==> config.mk <==
export PLATFORM = sky130hd
export DESIGN_NAME = alu_exec_unit
export DESIGN_NICKNAME = d
export VERILOG_FILES = /design/src/rtl/alu_exec_unit.sv
export SDC_FILE = /design/constraint.sdc
export NUM_CORES = 1
export LEC_CHECK = 0
export CORE_ASPECT_RATIO = 0.7
export CORE_MARGIN = 8
export CORE_UTILIZATION = 48
export DETAILED_ROUTE_END_ITERATION = 6
export GPL_ROUTABILITY_DRIVEN = 0
export HOLD_SLACK_MARGIN = 0.03
export PLACE_DENSITY = 0.74
export SLEW_MARGIN = 40
export SYNTH_ARGS = -nofsm -noshare
export SYNTH_HDL_FRONTEND = slang
export SYNTH_SLANG_ARGS = --single-unit
==> constraint.sdc <==
create_clock -name clk_i -period 4.8 [get_ports clk_i]
set_input_delay 0.72 -clock clk_i [delete_from_list [all_inputs] [get_ports clk_i]]
set_output_delay 0.72 -clock clk_i [all_outputs]
set_load 0.01 [all_outputs]
==> src/rtl/alu_exec_unit.sv <==
// alu_exec_unit: single-issue integer ALU with a valid/ready handshake on
// both sides. Most operations finish in one cycle. Shifts by a non-zero
// amount run through a serial 1-bit-per-cycle shifter, so they take
// shamt+1 cycles.
//
// Ports
//   clk_i       rising-edge clock
//   rst_ni      synchronous active-low reset
//   valid_i     upstream offers an operation
//   ready_o     unit can accept an operation this cycle (combinational on ready_i)
//   alu_ctrl_i  operation code (0000..1001 legal, 1010..1111 undefined)
//   op_a_i      operand A
//   op_b_i      operand B; bits [4:0] are the shift amount
//   valid_o     result_o / zero_o / illegal_o are valid
//   ready_i     downstream consumes the result
//   result_o    registered ALU result
//   zero_o      registered flag, result_o == 0
//   illegal_o   registered flag, accepted code was undefined
module alu_exec_unit #(
  parameter int XLEN = 32
) (
  input  logic            clk_i,
  input  logic            rst_ni,
  input  logic            valid_i,
  output logic            ready_o,
  input  logic [3:0]      alu_ctrl_i,
  input  logic [XLEN-1:0] op_a_i,
  input  logic [XLEN-1:0] op_b_i,
  output logic            valid_o,
  input  logic            ready_i,
  output logic [XLEN-1:0] result_o,
  output logic            zero_o,
  output logic            illegal_o
);

  localparam logic [3:0] OP_ADD  = 4'b0000;
  localparam logic [3:0] OP_SUB  = 4'b0001;
  localparam logic [3:0] OP_SLL  = 4'b0010;
  localparam logic [3:0] OP_SLT  = 4'b0011;
  localparam logic [3:0] OP_SLTU = 4'b0100;
  localparam logic [3:0] OP_XOR  = 4'b0101;
  localparam logic [3:0] OP_SRL  = 4'b0110;
  localparam logic [3:0] OP_SRA  = 4'b0111;
  localparam logic [3:0] OP_OR   = 4'b1000;
  localparam logic [3:0] OP_AND  = 4'b1001;

  typedef enum logic [1:0] {IDLE, SHIFT, DONE} state_t;

  state_t          state;
  logic [XLEN-1:0] shift_reg;
  logic [4:0]      shift_cnt;
  logic [3:0]      shift_ctrl;

  logic            accept;
  logic            start_serial;
  logic [XLEN-1:0] alu_res;
  logic [XLEN-1:0] shift_next;

  function automatic logic is_shift(input logic [3:0] ctrl);
    return (ctrl == OP_SLL) || (ctrl == OP_SRL) || (ctrl == OP_SRA);
  endfunction

  // Single-cycle result. Shift codes only reach this path with shamt == 0,
  // so they simply pass operand A through; no barrel shifter is built.
  function automatic logic [XLEN-1:0] alu_eval(input logic [3:0]      ctrl,
                                               input logic [XLEN-1:0] a,
                                               input logic [XLEN-1:0] b);
    logic signed [XLEN-1:0] a_s;
    logic signed [XLEN-1:0] b_s;
    logic [XLEN-1:0]        res;
    a_s = a;
    b_s = b;
    case (ctrl)
      OP_ADD:                res = a + b;
      OP_SUB:                res = a - b;
      OP_SLT:                res = {{(XLEN-1){1'b0}}, (a_s < b_s)};
      OP_SLTU:               res = {{(XLEN-1){1'b0}}, (a < b)};
      OP_XOR:                res = a ^ b;
      OP_OR:                 res = a | b;
      OP_AND:                res = a & b;
      OP_SLL, OP_SRL, OP_SRA: res = a;
      default:               res = '0;
    endcase
    return res;
  endfunction

  // One step of the serial shifter. SRA replicates bit XLEN-1, which never
  // changes during an arithmetic shift, so it stays equal to captured op_a[31].
  function automatic logic [XLEN-1:0] shift_step(input logic [3:0]      ctrl,
                                                 input logic [XLEN-1:0] r);
    logic [XLEN-1:0] res;
    case (ctrl)
      OP_SLL:  res = {r[XLEN-2:0], 1'b0};
      OP_SRL:  res = {1'b0, r[XLEN-1:1]};
      default: res = {r[XLEN-1], r[XLEN-1:1]};
    endcase
    return res;
  endfunction

  always_comb begin
    ready_o      = (state == IDLE) || ((state == DONE) && ready_i);
    valid_o      = (state == DONE);
    accept       = valid_i && ready_o;
    start_serial = is_shift(alu_ctrl_i) && (op_b_i[4:0] != 5'd0);
    alu_res      = alu_eval(alu_ctrl_i, op_a_i, op_b_i);
    shift_next   = shift_step(shift_ctrl, shift_reg);
  end

  always_ff @(posedge clk_i) begin
    if (!rst_ni) begin
      state     <= IDLE;
      result_o  <= '0;
      zero_o    <= 1'b0;
      illegal_o <= 1'b0;
      shift_cnt <= 5'd0;
    end else if (accept) begin
      // accept is only possible in IDLE or DONE; in DONE this also retires
      // the current result, giving back-to-back issue.
      if (start_serial) begin
        shift_reg  <= op_a_i;
        shift_cnt  <= op_b_i[4:0];
        shift_ctrl <= alu_ctrl_i;
        state      <= SHIFT;
      end else begin
        result_o  <= alu_res;
        zero_o    <= (alu_res == '0);
        illegal_o <= (alu_ctrl_i > OP_AND);
        state     <= DONE;
      end
    end else begin
      case (state)
        SHIFT: begin
          shift_reg <= shift_next;
          shift_cnt <= shift_cnt - 5'd1;
          if (shift_cnt == 5'd1) begin
            result_o  <= shift_next;
            zero_o    <= (shift_next == '0);
            illegal_o <= 1'b0;
            state     <= DONE;
          end
        end
        DONE: begin
          if (ready_i) state <= IDLE;
        end
        IDLE: ;
        default: state <= IDLE;
      endcase
    end
  end

endmodule

==> results by group <==
Run status
  • Status: finished with violations
  • Failing checks: DRC

Synth
  • Main synth FF type: dfxtp_1
  • Seq cells post-synth: 77
  • Post-Synthesis Cells: 1368
  • Netlist area before placement: between 9000 and 10000 um2
  • Seq/Total Area, Yosys: about a fifth
  • Number of flops mapped to enable cells by yosys: 36
  • Yosys warning total: 0
  • Async set-or-reset flop fraction in the synthesized netlist: 0%
  • Yosys cell types: 99
  • Syn_area_per_cell: between 7 and 8 um2
  • Post-Synthesis Net Count: between 1.5k and 2k

Pwr
  • Internal Pwr Total: 1.682 mW
  • P_leak: 5.008 nW
  • Combinational share of power: 43.4%
  • Clock network fraction of total power: 28.4%
  • Power Total: between 2 and 3 mW
  • Power per standard cell area: about 220 nW/um2
  • Reg power frac: 28.2%
  • Max VDD drop: about 0.00018 V
  • Sw frac: 36.99%
  • Sw power: 0.9876 mW

Floorplanning
  • Die Y: 136.7 um
  • Die area: 25780 um2
  • Core Area: 20590 um2
  • Starting Density: 48.55%
  • Die width: 188.5 um
  • I/O Pins: 108
  • FP Rows: 44

Clock tree
  • CTS Buf Count: 9
  • CTS max path bufs: 2
  • Post_cts resized: 0
  • Clock Latency Late Sink: between 0.3 and 0.4 ns
  • Postcts setup bufs: 0
  • # clock sinks: 77
  • CTS tree: built
  • Clk root buf: clkbuf_16
  • Clock transition at path regs: ~0.060 ns
  • Hold-fix buffers, CTS: 0
  • H-tree levels: 3

STA
  • Sum of negative setup slack: 0 ns
  • RSZ-0062 raised after global routing: false
  • Max Freq: 219.6 MHz
  • Final Skew: around 0.0074 ns
  • Final Setup Violations: 0
  • Max-slew violations: 0
  • Worst slew pin tran: 0.8369 ns
  • Slew headroom: 44.09%
  • Final Cycle Share: 94.87%
  • Hold Violations, Final: 0
  • Fin crit period: 4.554 ns
  • Hold Slack: 0.4590 ns

Cells and area
  • Leading cell type in the layout, fill and taps excluded: nand2_1
  • Post-Layout Cell Count: 1762
  • # fillers: roughly 1.9k
  • Fraction of layout cells with a size suffix above 1: 9.825%
  • Final #Nets: 1660
  • Most frequent cells in the layout: nand2_1, nor2_1, clkdlybuf4s50_1, ha_1, inv_1
  • Diode count: 0
  • Layout area overhead: 20.40%

Route
  • Total number of vias: 11.67k
  • # DRC: 1
  • DRT Wirelength: 38.23 mm
  • TritonRoute pass-1 iters: 7
  • 1st-iter DRT viols: 2041
  • Routed length per instance: ~22 um
  • Vias per cell: 6.621
  • Post-route ant nets: 0

Worst hold path
  • Depth of the worst hold-timing path: 2
  • Min-delay worst type: reg -> reg
  • Hold path start: result_o[13]$_SDFFE_PN0P_
  • Hold path endpoint: result_o[13]$_SDFFE_PN0P_

Setup path
  • R2r endpoint: zero_o$_SDFFE_PN0P_
  • RR Startpoint: shift_cnt[0]$_SDFFE_PN0P_
  • Kind of critical path: in -> reg
  • Crit. End Element: register
  • Worst r2r path cells: 12
  • CP Data Arrival Time: a little under 5 ns
  • CP startpoint kind: input port
  • WP data required: 5.08 ns
  • Reg2reg setup slack: 1.78 ns
  • Critical Path Fanout Max: 4

GRT
  • Number of global-route vias before repair: 10.64k
  • First-pass GRT wire length: 59.47 mm
  • Initial antenna violation count: 0
  • Largest net degree at the start of global routing: 53
  • Gr ovfl total: 0
  • Total GRT Usage: 28.58%

Placed design
  • Post-DP HPWL: 30.03 mm
  • Placed cells: 1746
  • Buffers on Ports: 107

Job
  • MaxCap Viol Count: 0
-- kinds of logic after synthesis --
logic type	count (synthesis)	share of synthesized area, %
muxes	6	0.6133
AOI/OAI and AO/OA	460	32.20
DFF	77	19.02
xor gates and xnor gates	6	0.5257
adders and majority gates	107	13.54
and+or+nand+nor	521	26.21
buffers and inverters	191	7.885
-- critical path, stage by stage --
cell and delay [ns]:
clkdlybuf4s50_1 0.53, ha_1 0.33, fa_1 0.44, a211oi_1 0.34
o211a_1 0.27, nor4_2 0.09, a31o_2 0.30, a221oi_1 0.32
a21oi_1 0.11, a211oi_1 0.48, nor3b_1 0.29, nand4b_1 0.15
nor4_1 0.26, a32o_1 0.20
-- cell usage after synthesis, types with 5 or more instances --
master,n,area (um2)
a221o_1,9,90.09
o211ai_1,29,217.7
clkbuf_1,55,206.5
inv_1,100,375.4
o31ai_1,19,142.6
nor3_1,31,155.2
xnor2_1,5,43.79
buf_1,6,22.52
o21a_1,7,52.55
and2_1,11,68.82
a22oi_1,7,52.55
a21boi_0,45,337.8
nor2b_1,26,162.7
o211a_1,5,50.05
dfxtp_1,41,820.8
o2111ai_1,5,43.79
mux2i_1,5,50.05
a21o_1,11,82.58
edfxtp_1,36,1081
nand3_1,51,255.2
nor3b_1,11,82.58
or4_1,6,45.04
a221oi_1,14,122.6
o221ai_1,7,61.31
ha_1,105,1314
o21ai_0,72,360.4
nor2_1,110,412.9
a211o_1,6,52.55
buf_2,21,105.1
o21ai_1,7,35.03
or3_1,11,68.82
o21bai_1,13,97.59
nor4_1,26,162.7
a21oi_1,97,485.5
nand2b_1,11,68.82
and3_1,13,81.33
a211oi_1,14,105.1
a31oi_1,23,143.9
a311oi_1,7,61.31
nand2_1,156,585.6
nand4_1,24,150.1
-- power by group through the flow --
stage / registers [mW] / clock network [mW] / logic (mW)
after global placement: 0.764 / 0 / 1.10
after global routing: 0.756 / 0.790 / 1.24
after floorplan: 0.771 / 0 / 0.671
after detailed placement: 0.765 / 0 / 1.11
final: 0.752 / 0.759 / 1.16
after CTS: 0.751 / 0.761 / 1.12
-- worst max path at each step --
stage,from,end,slack (ns)
after floorplan,alu_ctrl_i[1],shift_reg[0]$_DFFE_PP_,1.01
after global placement,op_a_i[0],zero_o$_SDFFE_PN0P_,0.01
after detailed placement,op_a_i[0],zero_o$_SDFFE_PN0P_,0.04
after CTS,op_a_i[0],zero_o$_SDFFE_PN0P_,0.37
after global routing,op_a_i[2],zero_o$_SDFFE_PN0P_,0.007
final,op_a_i[0],zero_o$_SDFFE_PN0P_,0.25
-- layout make-up --
cell class	instances	area [um2]	share of cell area, %
multi-input cells	1100	7361	61.15
clock inverters	2	33.78	0.2807
well taps	276	345.3	2.869
repair buffers	192	1709	14.20
clock buffers	14	306.5	2.547
inverters	101	379.1	3.150
flip-flops and latches	77	1902	15.80
-- through the flow --
stage | instance area (um2) | setup WS [ns] | util (%)
3_5_place_dp | 11700 | 0.03585 | 56.81
3_3_place_gp | 11690 | 0.01190 | 56.75
6_report | 12040 | 0.2462 | 58.46
4_1_cts | 12040 | 0.3706 | 58.46
5_1_grt | 12040 | 0.007432 | 58.46
2_1_floorplan | 9997 | 1.010 | -
-- metal layers --
layer / part of all wire (%) / track usage [%] / up-vias
met5: 0 / 0 / -
met4: 4.4 / 11.86 / 0
met3: 14 / 7.587 / 132
met2: 41 / 42.23 / 942
met1: 41 / 38.85 / 5318
li1: - / - / 5274
Note: power is estimated with default switching activity, not from simulation.
